### src/rtl/multicycle_controller.sv
// -----------------------------------------------------------------------------
// multicycle_controller
//   Multicycle sequencer for the MIPS datapath: FETCH -> DECODE -> EXEC ->
//   (MEM) -> (WB) -> FETCH. Drives the datapath control word, PC/IR load
//   enables and req/ack handshakes to instruction and data memory, so the
//   core works with variable-latency memories.
//
//   Optional feature macro: CTRL_TIMEOUT_EN
//     defined   : a wait counter traps the FSM when a memory ack does not
//                 arrive within TIMEOUT_CYCLES request cycles.
//     undefined : memories are waited on indefinitely.
//
// Ports
//   clock        in   1         system clock, rising edge
//   reset        in   1         asynchronous active-high reset
//   instruction  in   32        IR contents (opcode [31:26], funct [5:0])
//   zero         in   1         ALU zero flag
//   imem_ack     in   1         instruction memory done pulse
//   dmem_ack     in   1         data memory done pulse
//   imem_req     out  1         instruction fetch request
//   dmem_req     out  1         data memory request
//   dmem_we      out  1         data memory write (with dmem_req)
//   ir_en        out  1         latch fetched word into IR
//   pc_en        out  1         load PC from sel_pc mux
//   rf_we        out  1         register file write
//   sel_wa       out  2         00=rt 01=rd 10=$31
//   sel_alu_b    out  1         0=rt 1=sign-extended imm
//   sel_result   out  2         00=alu_out 01=dmem rd 10=pc+4
//   sel_pc       out  2         00=pc+4 01=branch 10=jump 11=rs
//   alu_ctrl     out  4         0=AND 1=OR 2=ADD 6=SUB 7=SLT
//   halted       out  1         FSM in TRAP
//   err_code     out  2         00 none 01 illegal 10 imem tmo 11 dmem tmo
//   retired      out  RETIRE_W  count of pc_en cycles (wraps)
//
// State    | meaning
// ---------+--------------------------------------------------------------
// S_FETCH  | imem_req high until imem_ack; ir_en on the ack cycle
// S_DECODE | classify IR; unsupported encodings go to TRAP
// S_EXEC   | ALU operation; branches/jumps complete here
// S_MEM    | dmem_req high until dmem_ack; sw completes here
// S_WB     | register file write and PC increment
// S_TRAP   | halted; left only through reset
// -----------------------------------------------------------------------------
module multicycle_controller #(
    parameter int TIMEOUT_CYCLES = 16,
    parameter int RETIRE_W       = 32
) (
    input  logic                clock,
    input  logic                reset,
    input  logic [31:0]         instruction,
    input  logic                zero,
    input  logic                imem_ack,
    input  logic                dmem_ack,
    output logic                imem_req,
    output logic                dmem_req,
    output logic                dmem_we,
    output logic                ir_en,
    output logic                pc_en,
    output logic                rf_we,
    output logic [1:0]          sel_wa,
    output logic                sel_alu_b,
    output logic [1:0]          sel_result,
    output logic [1:0]          sel_pc,
    output logic [3:0]          alu_ctrl,
    output logic                halted,
    output logic [1:0]          err_code,
    output logic [RETIRE_W-1:0] retired
);

    typedef enum logic [2:0] {
        S_FETCH  = 3'd0,
        S_DECODE = 3'd1,
        S_EXEC   = 3'd2,
        S_MEM    = 3'd3,
        S_WB     = 3'd4,
        S_TRAP   = 3'd5
    } state_t;

    localparam logic [5:0] OP_RTYPE = 6'h00;
    localparam logic [5:0] OP_LW    = 6'h23;
    localparam logic [5:0] OP_SW    = 6'h2b;
    localparam logic [5:0] OP_BEQ   = 6'h04;
    localparam logic [5:0] OP_ADDI  = 6'h08;
    localparam logic [5:0] OP_J     = 6'h02;
    localparam logic [5:0] OP_JAL   = 6'h03;
    localparam logic [5:0] FN_JR    = 6'h08;

    localparam logic [3:0] ALU_ADD  = 4'd2;
    localparam logic [3:0] ALU_SUB  = 4'd6;

    state_t              r_state;
    state_t              w_state_next;
    logic [1:0]          r_err;
    logic [1:0]          w_err_next;
    logic [RETIRE_W-1:0] r_retired;

    logic [5:0] w_op;
    logic [5:0] w_funct;
    logic       w_is_r;
    logic       w_is_jr;
    logic       w_r_alu_ok;
    logic [3:0] w_alu_r;
    logic       w_legal;
    logic       w_wait_tc;

    // Unreduced control word; gated by reset below.
    logic       w_imem_req, w_dmem_req, w_dmem_we, w_ir_en, w_pc_en, w_rf_we;
    logic [1:0] w_sel_wa, w_sel_result, w_sel_pc;
    logic       w_sel_alu_b, w_halted;
    logic [3:0] w_alu_ctrl;

    logic       w_unused_instr;
    assign w_unused_instr = ^instruction[25:6];

    assign w_op    = instruction[31:26];
    assign w_funct = instruction[5:0];
    assign w_is_r  = (w_op == OP_RTYPE);
    assign w_is_jr = w_is_r && (w_funct == FN_JR);

    always_comb begin
        w_r_alu_ok = 1'b1;
        w_alu_r    = 4'd0;
        case (w_funct)
            6'h20:   w_alu_r = ALU_ADD;
            6'h22:   w_alu_r = ALU_SUB;
            6'h24:   w_alu_r = 4'd0;
            6'h25:   w_alu_r = 4'd1;
            6'h2a:   w_alu_r = 4'd7;
            default: w_r_alu_ok = 1'b0;
        endcase
    end

    assign w_legal = (w_is_r && (w_r_alu_ok || w_is_jr)) ||
                     (w_op == OP_LW)  || (w_op == OP_SW)   ||
                     (w_op == OP_BEQ) || (w_op == OP_ADDI) ||
                     (w_op == OP_J)   || (w_op == OP_JAL);

`ifdef CTRL_TIMEOUT_EN
    // Down-counter reloaded on entry to a waiting state; terminal count
    // on a request cycle without ack means the memory has timed out.
    localparam int TW = (TIMEOUT_CYCLES > 1) ? $clog2(TIMEOUT_CYCLES) : 1;
    logic [TW-1:0] r_wait;

    assign w_wait_tc = (r_wait == '0);

    always_ff @(posedge clock or posedge reset) begin
        if (reset) begin
            r_wait <= TW'(TIMEOUT_CYCLES - 1);
        end else if ((w_state_next != r_state) &&
                     ((w_state_next == S_FETCH) || (w_state_next == S_MEM))) begin
            r_wait <= TW'(TIMEOUT_CYCLES - 1);
        end else if (((r_state == S_FETCH) && !imem_ack) ||
                     ((r_state == S_MEM) && !dmem_ack)) begin
            if (r_wait != '0) r_wait <= r_wait - 1'b1;
        end
    end
`else
    logic w_unused_timeout;
    assign w_unused_timeout = (TIMEOUT_CYCLES > 0);
    assign w_wait_tc        = 1'b0;
`endif

    always_ff @(posedge clock or posedge reset) begin
        if (reset) begin
            r_state <= S_FETCH;
        end else begin
            r_state <= w_state_next;
        end
    end

    always_comb begin
        w_state_next = r_state;
        w_err_next   = 2'b00;
        w_imem_req   = 1'b0;
        w_dmem_req   = 1'b0;
        w_dmem_we    = 1'b0;
        w_ir_en      = 1'b0;
        w_pc_en      = 1'b0;
        w_rf_we      = 1'b0;
        w_sel_wa     = 2'b00;
        w_sel_alu_b  = 1'b0;
        w_sel_result = 2'b00;
        w_sel_pc     = 2'b00;
        w_alu_ctrl   = 4'd0;
        w_halted     = 1'b0;

        case (r_state)
            S_FETCH: begin
                w_imem_req = 1'b1;
                if (imem_ack) begin
                    w_ir_en      = 1'b1;
                    w_state_next = S_DECODE;
                end else if (w_wait_tc) begin
                    w_state_next = S_TRAP;
                    w_err_next   = 2'b10;
                end
            end

            S_DECODE: begin
                if (w_legal) begin
                    w_state_next = S_EXEC;
                end else begin
                    w_state_next = S_TRAP;
                    w_err_next   = 2'b01;
                end
            end

            S_EXEC: begin
                if (w_is_jr) begin
                    w_pc_en      = 1'b1;
                    w_sel_pc     = 2'b11;
                    w_state_next = S_FETCH;
                end else if (w_is_r) begin
                    w_alu_ctrl   = w_alu_r;
                    w_state_next = S_WB;
                end else begin
                    case (w_op)
                        OP_BEQ: begin
                            w_alu_ctrl   = ALU_SUB;
                            w_pc_en      = 1'b1;
                            w_sel_pc     = zero ? 2'b01 : 2'b00;
                            w_state_next = S_FETCH;
                        end
                        OP_J: begin
                            w_pc_en      = 1'b1;
                            w_sel_pc     = 2'b10;
                            w_state_next = S_FETCH;
                        end
                        OP_JAL: begin
                            w_pc_en      = 1'b1;
                            w_sel_pc     = 2'b10;
                            w_rf_we      = 1'b1;
                            w_sel_wa     = 2'b10;
                            w_sel_result = 2'b10;
                            w_state_next = S_FETCH;
                        end
                        OP_ADDI: begin
                            w_alu_ctrl   = ALU_ADD;
                            w_sel_alu_b  = 1'b1;
                            w_state_next = S_WB;
                        end
                        default: begin
                            // lw / sw: address calculation
                            w_alu_ctrl   = ALU_ADD;
                            w_sel_alu_b  = 1'b1;
                            w_state_next = S_MEM;
                        end
                    endcase
                end
            end

            S_MEM: begin
                w_dmem_req  = 1'b1;
                w_dmem_we   = (w_op == OP_SW);
                w_alu_ctrl  = ALU_ADD;
                w_sel_alu_b = 1'b1;
                if (dmem_ack) begin
                    if (w_op == OP_SW) begin
                        w_pc_en      = 1'b1;
                        w_state_next = S_FETCH;
                    end else begin
                        w_state_next = S_WB;
                    end
                end else if (w_wait_tc) begin
                    w_state_next = S_TRAP;
                    w_err_next   = 2'b11;
                end
            end

            S_WB: begin
                w_rf_we      = 1'b1;
                w_pc_en      = 1'b1;
                w_state_next = S_FETCH;
                if (w_is_r) begin
                    w_sel_wa = 2'b01;
                end else if (w_op == OP_LW) begin
                    w_sel_result = 2'b01;
                end
            end

            S_TRAP: begin
                w_halted = 1'b1;
            end

            default: begin
                w_state_next = S_FETCH;
            end
        endcase
    end

    always_ff @(posedge clock or posedge reset) begin
        if (reset) begin
            r_err <= 2'b00;
        end else if ((w_state_next == S_TRAP) && (r_state != S_TRAP)) begin
            r_err <= w_err_next;
        end
    end

    always_ff @(posedge clock or posedge reset) begin
        if (reset) begin
            r_retired <= '0;
        end else if (pc_en) begin
            r_retired <= r_retired + {{(RETIRE_W-1){1'b0}}, 1'b1};
        end
    end

    // Outputs are forced low for as long as reset is held, so an
    // in-flight request drops in the same cycle reset rises.
    assign imem_req   = reset ? 1'b0  : w_imem_req;
    assign dmem_req   = reset ? 1'b0  : w_dmem_req;
    assign dmem_we    = reset ? 1'b0  : w_dmem_we;
    assign ir_en      = reset ? 1'b0  : w_ir_en;
    assign pc_en      = reset ? 1'b0  : w_pc_en;
    assign rf_we      = reset ? 1'b0  : w_rf_we;
    assign sel_wa     = reset ? 2'b00 : w_sel_wa;
    assign sel_alu_b  = reset ? 1'b0  : w_sel_alu_b;
    assign sel_result = reset ? 2'b00 : w_sel_result;
    assign sel_pc     = reset ? 2'b00 : w_sel_pc;
    assign alu_ctrl   = reset ? 4'd0  : w_alu_ctrl;
    assign halted     = reset ? 1'b0  : w_halted;
    assign err_code   = r_err;
    assign retired    = r_retired;

endmodule

### config.mk
export PLATFORM = sky130hd
export DESIGN_NAME = multicycle_controller
export DESIGN_NICKNAME = d
export VERILOG_FILES = /design/src/rtl/multicycle_controller.sv
export SDC_FILE = /design/constraint.sdc
export NUM_CORES = 1
export LEC_CHECK = 0
export BUFFER_PORTS_ARGS = -buffer_cell sky130_fd_sc_hd__buf_2
export CORE_MARGIN = 4
export CORE_UTILIZATION = 52
export CTS_CLUSTER_SIZE = 8
export DETAILED_ROUTE_END_ITERATION = 7
export PLACE_DENSITY = 0.88
export SYNTH_ARGS = -nofsm -noshare
export SYNTH_HDL_FRONTEND = slang
export SYNTH_SLANG_ARGS = --single-unit
### constraint.sdc
create_clock -name clock -period 3.9 [get_ports clock]
set_input_delay 0.78 -clock clock [delete_from_list [all_inputs] [get_ports clock]]
set_output_delay 0.78 -clock clock [all_outputs]
set_load 0.005 [all_outputs]
* Yosys cells after proc, flatten, opt, wreduce, memory -nomap -nowiden *
Cells that the tools add are included.
Widths: inputs -> output; s select.

cells by class
  reductions and logical operators = 15
  muxes and demuxes = 61
  add/subtract/negate cells = 1
  equality and inequality tests = 19

operators with widths
  cell                   number
  $eq 6x6->1 const B     7
  $add 32x1->32 const B  1
  $mux 1                 32
  $mux 2                 9
  $mux 3                 6
  $pmux 3 s5             1
  $eq 6x2->1 const B     2
  $eq 6x4->1 const B     2
  $mux 4                 3
  $pmux 2 s2             3
  $pmux 3 s2             2
  $pmux 3 s4             1
  $eq 3x3->1 const B     3
  $pmux 4 s2             1
  $logic_or 1x1->1       7
  $eq 3x2->1 const B     2
  $eq 6x3->1 const B     1
  $logic_not 6->1        1
  $reduce_or 5->1        1
  $pmux 1 s2             2
  $eq 3x1->1 const B     1
  $logic_and 1x1->1      3
  $logic_not 3->1        1
  $ne 3x3->1 const B     1
  other kinds (3)        3

word-level totals
  output and inout port bits = 52
  word-level logic and storage cells = 99
  bits of input ports = 37
  flip-flop bits (word level) = 37

* Depth between registers and ports, before layout *
Gate-level depths: netlist of the first run.

  depth after elaboration = 15
  mapped depth = 9

* Worst setup path before layout of the first run *
Ideal clock, no wire load.

  kind = input port to output port
  start point = in reset
  end point = out halted
  arrival = 1838 ps
  required time = 3120 ps
  stages = 2
  slack = 1282 ps
  cell sequence = inv_1 > and3_1

between the ends
  cells in the longest elaborated chain, start to end = 1

RTL lines
  element             RTL line  RTL
  start: declaration  49        input logic reset,
  $mux 1              320       assign halted = reset ? 1'b0 : w_halted;
  end: declaration    65        output logic halted,

No other way between the ends.

* Worst setup path after layout of the first run *
  start point = in instruction[27]
  end point = out pc_en

between the ends
  cells in the longest elaborated chain, start to end = 7
  elaborated cells between the ends (all ways) = 14
  classes of those cells = 4 x eq/ne; 7 x mux; 3 x reduce/logical

RTL lines
  element                                          RTL line  RTL
  start: declaration                               50        input logic [31:0] instruction,
  $eq 6x3->1 / $eq 6x2->1 (equally long branches)  217       case (w_op)
  $reduce_or 3->1 (no source line)                 --
  $mux 1                                           217
  $mux 1                                           213       end else if (w_is_r) begin
  $mux 1                                           209       if (w_is_jr) begin
  $pmux 1 s3 *                                     187       case (r_state)
  $mux 1 *                                         313       assign pc_en = reset ? 1'b0 : w_pc_en;
  end: declaration                                 58        output logic pc_en,

Every way passes the cells marked *; elsewhere a longest branch is shown, timed or not.

==> flow_summary.rst, run 1 <==
.. list-table::
   :header-rows: 1

   * - Metric
     - Value
   * - CP Launch Type
     - input port
   * - Total power density per cell area
     - 287 nW/um2
   * - Post-Route Skew
     - 0.00602 ns
   * - EDFF count, synth
     - 0
   * - Count of final hold-check violations
     - 0
   * - Number of cells upsized or downsized after cts
     - 0
   * - Area of the die
     - 5260 um2
   * - Run status
     - complete, no violations
   * - Deepest level of the CTS H-tree
     - 2
   * - Drt initial violations
     - 224
   * - Die outline width
     - 72.5 um
   * - Portion of the post-synthesis area used by sequential elements
     - 41.6%
   * - Number of cell instances on the worst register-to-register path
     - 7
   * - DRC
     - 0
   * - Core area
     - 4000 um2
   * - Post-route non-filler standard cell count
     - 347
   * - Period Utilization, post-route
     - 74.7%
   * - Worst vdd ir
     - 0.317 mV
   * - Critical path class
     - in2out
   * - Summed instance area of the synthesized netlist
     - 2160 um2
   * - Reported leakage power
     - 1.28 nW
   * - Clock tree from TritonCTS
     - built
   * - Post-route antenna net violation count
     - 0
   * - Relative max-transition margin
     - 63.3%
   * - Most used standard cells in the synthesized netlist
     - 36 x dfrtp_1, 21 x nand4_1, 21 x xnor2_1, 16 x nand2_1, 15 x nor2_1
   * - Max Freq
     - 343 MHz
   * - Number of port buffers
     - 66
   * - Fraction of post-synthesis cell area in the top cell type by area
     - 41.6%
   * - Transition time at the pin with the least slew margin
     - 0.550 ns
   * - Antenna diode count
     - 0
   * - Number of nets in the layout
     - 334
   * - Total number of clock tree sinks
     - 36
   * - Area growth from synthesis to final layout
     - 19.5%
   * - Setup TNS
     - 0 ns
   * - Total of warnings raised by yosys
     - 0
   * - Avg Inst Size Synth
     - 9.41 um2
   * - Row Count
     - 23
   * - Cell variety after synth
     - 46
   * - Kind of end point of the critical path
     - primary output
   * - Cell accounting for the most synthesized area
     - dfrtp_1
   * - Vertical die dimension
     - 72.5 um
   * - Maximum fanout encountered on the critical timing path
     - 20
   * - Pin count of the biggest net entering global routing
     - 37
   * - Max-cap violations
     - 0
   * - Placed instance area
     - 2500 um2
   * - Root buffer cell
     - clkbuf_8
   * - Most used DFF post-synth
     - dfrtp_1
   * - Number of antenna violations at the first check in global routing
     - 0
   * - Data arrival at the endpoint of the critical path
     - 2.13 ns
   * - # placed instances
     - 339
   * - Async set or reset register ratio after synthesis
     - 100%
   * - Share of post-route cells with drive strength above 1
     - 30.0%
   * - Clock buffer count from CTS
     - 5
   * - Worst hold path cell count
     - 1
   * - Total non-filler cell area in the finished layout
     - 2590 um2
   * - Vias in the first global route
     - 1790
   * - Synthesized instance count
     - 230
   * - Minimum period implied by the final worst setup slack
     - 2.91 ns
   * - Initial core utilization
     - 54.1%
   * - Total of endpoints with negative setup slack in the final report
     - 0
   * - Via total after detailed routing
     - 1934
   * - IO Count
     - 89
   * - Clock latency on the worst-skew pair
     - 0.29 ns
   * - Data required time of the critical path
     - 3.12 ns
   * - Global-route wire length before repair
     - 8.26 mm
   * - Number of buffers on the longest clock path
     - 2
   * - Biggest area contributors in the synthesized netlist
     - dfrtp_1 42%, xnor2_1 8.5%, nand4_1 6.1%
   * - Post-detailed-placement half-perimeter wirelength
     - 3.72 mm
   * - Overall power consumption
     - 0.743 mW
   * - Overall Global Routing Usage
     - 20.2%
   * - Detail-routed net length per standard cell
     - 14.5 um
   * - 1st-pass router iterations
     - 4
   * - Avg Vias per Cell
     - 5.57
   * - RSZ-0062 raised after global routing
     - no
   * - Class of the most critical hold timing path
     - reg2reg
   * - Total gr overflow
     - 0
   * - Top-count cell post-synth
     - dfrtp_1
   * - Wire length reported by the detailed router
     - 5.03 mm
   * - Post-CTS Setup Bufs
     - 0
   * - Flop and latch count out of synthesis
     - 36
   * - Number of hold buffers added after cts
     - 0
   * - Clock slew at the register clock pins of the worst setup and hold paths
     - 0.07 ns
   * - Weighted congestion reported at the end of routability-driven placement
     - 0.845
   * - Fin. max-slew vios
     - 0
kinds of logic after synthesis:
group	Yosys count	share of synthesized area, %
buffers and inverters	16	4.68
other	1	0.173
xor gates and xnor gates	31	12.6
DFF	36	41.6
adders and majority gates	1	0.578
and+or+nand+nor	120	32.1
AOI/OAI and AO/OA	25	8.27
area by class of cell:
cell class	count	area [um2]
Tap cell	50	62.6
Clock buffer	8	90.1
Timing Repair Buffer	68	345
Sequential cell	36	901
Fill cell	350	1410
Inverter	6	22.5
Multi-Input combinational cell	179	1160
sequential cells by signal (all words and copies together) (netlist names):
name      flops
retired      32
r_state       3
err_code      1
worst max-delay path, cell delays in order:
cell and delay, ns:
buf_2 0.13, nor3_1 0.39, and2_2 0.27, a211oi_2 0.08
nor2_2 0.14, inv_2 0.16, buf_2 0.18
layout by cell type, fill, tap and decap left out, drive strengths merged:
cell	count
clkbuf	8
a211o	1
a211oi	2
a221oi	1
dfrtp	36
and2	5
xnor2	21
nor4b	1
nand3b	2
a21oi	8
buf	68
nand4	21
a31o	1
nand2b	4
and3	8
conb	2
o21bai	1
o211a	1
nand2	17
a31oi	1
nor3	14
o32a	1
nor4	7
nor2	16
a21o	1
and4	2
o31ai	1
inv	6
xor2	10
nand3	12
nor2b	7
a311o	1
ha	1
nor3b	2
nor4bb	2
o21ai	5
stage by stage:
stage / setup WS [ns] / utilization, % / hold WS (ns)
after floorplan: 1.28 / - / 0.465
after global placement: 0.997 / 62.4 / 0.457
after detailed placement: 1.02 / 62.4 / 0.455
after CTS: 1.01 / 64.7 / 0.473
after global routing: 0.894 / 64.7 / 0.501
final: 0.985 / 64.7 / 0.469
layer usage:
layer	up-vias	part of all wire, %	track usage (%)
met5	-	0	0
met4	0	1.8	8.61
met3	10	7.3	5.12
met2	68	47	30.7
met1	896	44	27.3
li1	960	-	-
worst paths after layout:
path                            startpoint           to  slack (ns)
max                        instruction[27]        pc_en        0.99
min                            retired[31]  retired[31]        0.47
max reg2reg                     r_state[0]  retired[28]        1.82
min reg2reg                    retired[31]  retired[31]        0.47
max in group asynchronous            reset   r_state[2]        2.91
min in group asynchronous            reset  retired[12]        0.67
power by group:
part / switching (mW) / internal (mW) / total [mW]
logic: 0.0402 / 0.0341 / 0.0743
registers: 0.0112 / 0.386 / 0.397
clock network: 0.128 / 0.144 / 0.272
total: 0.179 / 0.564 / 0.743
Note: power is estimated with default switching activity, not from simulation.
==> run 2: changes to the inputs <==
ABC_AREA = 1   (was not set)
PLACE_DENSITY = 0.84   (was 0.88)
clock period = 3 ns   (was 3.9 ns; I/O delays follow)
==> run 2 against run 1 <==
  * Die area rose by 25%
  * Critical endpoint unchanged
  * Clock power is 33% higher
  * Hold slack worse by 0.078 ns
  * Clock skew hardly changed
  * Via count grew 51%
  * Setup slack got worse by 0.54 ns
  * Cell area rose by 25%
==> flow_summary.rst, run 2 <==
.. list-table::
   :header-rows: 1

   * - Metric
     - Value
   * - Run status
     - complete, no violations
   * - RSZ-0062 raised after global routing
     - no
   * - Kind of end point of the critical path
     - primary output
   * - Internal power
     - 0.689 mW (+22%)
   * - Reported leakage power
     - 1.72 nW (+34%)
   * - Synth Area in Compound Gates
     - 2.48% (-5.8 points)
   * - Max-cap violations
     - 0 (unchanged)
   * - Met1 routed wirelength after detailed routing
     - 3.29 mm (+48%)
   * - Wire length on met2
     - 3.28 mm (+39%)
   * - Minimum period implied by the final worst setup slack
     - 2.56 ns
   * - Worst hold slack
     - 0.392 ns (-0.0775 ns)
   * - Number of antenna violations at the first check in global routing
     - 0 (unchanged)
   * - Post-CTS Setup Bufs
     - 0 (unchanged)
   * - Die outline width
     - 81.0 um (+12%)
   * - Setup TNS
     - 0 ns (unchanged)
   * - Via total after detailed routing
     - 2928 (+51%)
   * - Avg Vias per Cell
     - 5.08 (-8.8%)
   * - Critical path class
     - reg2out
   * - Post-detailed-placement half-perimeter wirelength
     - 5.53 mm (+49%)
   * - Most common cell after layout, fill and taps aside
     - nand2_1
   * - Cell at the slowest stage of the critical path
     - a21oi_4
   * - Number of port buffers
     - 66 (unchanged)
   * - Async set or reset register ratio after synthesis
     - 100% (unchanged)
   * - Antenna diode count
     - 0 (unchanged)
   * - Commonest cells after routing, fill and taps aside
     - 159 x nand2_1, 73 x nor2_1, 66 x buf_2
   * - Pin count of the biggest net entering global routing
     - 34 (-8.1%)
   * - Placed instance area
     - 3140 um2 (+26%)
   * - Number of cells upsized or downsized after cts
     - 0 (unchanged)
   * - Row Count
     - 26 (+13%)
   * - Avg Inst Size Synth
     - 6.32 um2 (-33%)
   * - Biggest area contributors in the synthesized netlist
     - dfrtp_1 32%, nand2_1 22%, nor2_1 9.9%
   * - Xor and xnor area share after synthesis
     - 8.84% (-3.7 points)
   * - Vias in the first global route
     - 2734 (+53%)
   * - Relative max-transition margin
     - 40.6% (-23 points)
   * - Synthesized instance count
     - 439 (+91%)
   * - Clock power frac
     - 40.3% (+3.7 points)
   * - Core area
     - 5140 um2 (+28%)
   * - Gate family responsible for the most delay along the worst path
     - compound AO/OA/AOI/OAI gates
   * - Net Sw Power
     - 0.211 mW (+18%)
   * - Flop and latch count out of synthesis
     - 36 (unchanged)
   * - Worst vdd ir
     - 0.228 mV (-28%)
   * - Clock buffer count from CTS
     - 5 (unchanged)
   * - Post-route antenna net violation count
     - 0 (unchanged)
   * - 1st-pass router iterations
     - 4 (unchanged)
   * - Detail-routed net length per standard cell
     - 12.5 um (-14%)
   * - Period Utilization, post-route
     - 85.3%
   * - Overall Global Routing Usage
     - 23.3% (+3.1 points)
   * - Highest routing layer actually used
     - met4
   * - Part of the power in combinational logic
     - 5.9% (-4.1 points)
   * - # placed instances
     - 568 (+68%)
   * - Share of post-route cells with drive strength above 1
     - 18.8% (-11 points)
   * - Root buffer cell
     - clkbuf_8
   * - EDFF count, synth
     - 0 (unchanged)
   * - Most used standard cells in the synthesized netlist
     - 159 x nand2_1, 73 x nor2_1, 48 x nand3_1, 40 x inv_1, 36 x dfrtp_1
   * - Total number of clock tree sinks
     - 36 (unchanged)
   * - Vertical die dimension
     - 81.0 um (+12%)
   * - Mux cell area share after synthesis
     - 0% (unchanged)
   * - Transition time at the pin with the least slew margin
     - 0.890 ns (+0.340 ns)
   * - CP Launch Type
     - flop
   * - Combinational family with the most area after synthesis
     - simple AND/OR/NAND/NOR gates
   * - Max Freq
     - 391 MHz
   * - Sequential group share of total power
     - 53.9% (+0.5 points)
   * - Initial core utilization
     - 53.9% (-0.14 points)
   * - DRC
     - 0 (unchanged)
   * - Drt initial violations
     - 209 (-6.7%)
   * - Fin. max-slew vios
     - 0 (unchanged)
   * - Data required time of the critical path
     - 2.40 ns (-0.72 ns)
   * - Buffering stage count on the worst path with inverters included
     - 2 (-1)
   * - Summed instance area of the synthesized netlist
     - 2770 um2 (+28%)
   * - Number of nets in the layout
     - 543 (+63%)
   * - Clock tree from TritonCTS
     - built
   * - Met3 wire length
     - 494 um (+35%)
   * - Total of endpoints with negative setup slack in the final report
     - 0 (unchanged)
   * - Overall power consumption
     - 0.901 mW (+21%)
   * - Largest incremental delay on the critical path
     - 0.70 ns (+0.31 ns)
   * - Cell accounting for the most synthesized area
     - dfrtp_1
   * - Number of hold buffers added after cts
     - 0 (unchanged)
   * - Maximum fanout encountered on the critical timing path
     - 33 (+65%)
   * - Number of buffers on the longest clock path
     - 2 (unchanged)
   * - Total power density per cell area
     - 279 nW/um2 (-3.0%)
   * - Area of the die
     - 6560 um2 (+25%)
   * - Deepest level of the CTS H-tree
     - 2 (unchanged)
   * - CP Cell Sequence
     - inv_2, nand2_2, nor2_4, nand2_2, nor2_2, a21oi_4, nand2_4, buf_2
   * - Wire length reported by the detailed router
     - 7.18 mm (+43%)
   * - Global-route wire length before repair
     - 12.1 mm (+47%)
   * - Max reg flops
     - 32 (unchanged)
   * - Clock slew at the register clock pins of the worst setup and hold paths
     - 0.07 ns (about the same)
   * - Data arrival at the endpoint of the critical path
     - 1.96 ns (-0.17 ns)
   * - Adder-cell area share of the yosys netlist
     - 0.451% (-0.13 points)
   * - Top-count cell post-synth
     - nand2_1
   * - Total non-filler cell area in the finished layout
     - 3230 um2 (+25%)
   * - Count of final hold-check violations
     - 0 (unchanged)
   * - Switching fraction of total power
     - 23.5% (-0.67 points)
   * - Class of the most critical hold timing path
     - in2async
   * - Clock latency on the worst-skew pair
     - 0.29 ns (about the same)
   * - Most used DFF post-synth
     - dfrtp_1
   * - IO Count
     - 89 (unchanged)
   * - Fraction of post-synthesis cell area in the top cell type by area
     - 32.5% (-9.2 points)
   * - Cell variety after synth
     - 30 (-35%)
   * - Post-route non-filler standard cell count
     - 576 (+66%)
   * - Portion of the post-synthesis area used by sequential elements
     - 32.5% (-9.2 points)
   * - Synth Area in Simple Gates
     - 46.3% (+14 points)
   * - Total of warnings raised by yosys
     - 0 (unchanged)
   * - Total gr overflow
     - 0 (unchanged)
   * - Weighted congestion reported at the end of routability-driven placement
     - 0.910 (+7.6%)
   * - Cell seen most often among critical-path stages
     - nand2_2
   * - Number of fillers in the final layout
     - 518 (+48%)
   * - Area growth from synthesis to final layout
     - 16.6%
   * - Post-Route Skew
     - 0.00600 ns (-0.0000172 ns)
==> run 2: area by class of cell <==
class | instances | area (um2) | share of cell area (%)
clock buffer | 8 | 90.1 | 2.79
tap | 70 | 87.6 | 2.71
multi-input combinational | 345 | 1620 | 50.0
timing repair buffer | 70 | 360 | 11.1
sequential | 36 | 901 | 27.9
inverter | 47 | 176 | 5.46
==> run 2: worst paths after layout <==
check | end | from | slack (ns) | depth (start not counted)
max | pc_en | r_state[2] | 0.44 | 8
min reg2reg | err_code[0] | err_code[0] | 0.47 | 2
min | retired[9] | reset | 0.39 | 3
max in group asynchronous | retired[28] | reset | 2.36 | 3
min in group clock | err_code[0] | err_code[0] | 0.47 | 2
max reg2reg | retired[26] | r_state[2] | 0.92 | 10
==> run 2: layer usage <==
metal  global-route usage (%)  vias up
met5                        0        -
met4                     6.76        0
met3                     4.43       12
met2                     38.3       86
met1                     31.2     1353
li1                         -     1477
==> run 2: worst register-to-register path, stage by stage, from the launching register on <==
cell and delay [ns]:
dfrtp_1 0.39, inv_2 0.08, nand2_2 0.09, nor2_4 0.05
nand2_2 0.09, nor2_2 0.06, a21oi_4 0.70, nand2_4 0.06
buf_4 0.27, nand2_1 0.13, nand2_1 0.06
==> run 2: logic make-up after synthesis <==
logic type                 after synthesis
AOI/OAI and AO/OA                       11
xor gates and xnor gates                28
adders and majority gates                1
buffers and inverters                   59
DFF                                     36
other                                    1
and+or+nand+nor                        303
==> run 2: through the flow <==
step / utilization, % / setup slack, ns
2_1_floorplan: - / 0.552
3_3_place_gp: 61.1 / 0.482
3_5_place_dp: 61.1 / 0.471
4_1_cts: 62.9 / 0.450
5_1_grt: 62.9 / 0.255
6_report: 62.9 / 0.441
==> run 2: power groups by stage <==
stage	clock (mW)	sequential, mW	combinational (mW)
after CTS	0.369	0.485	0.0533
after global placement	0	0.494	0.0506
after detailed placement	0	0.494	0.0531
after floorplan	0	0.494	0.0297
final	0.363	0.485	0.0528
after global routing	0.383	0.485	0.0602
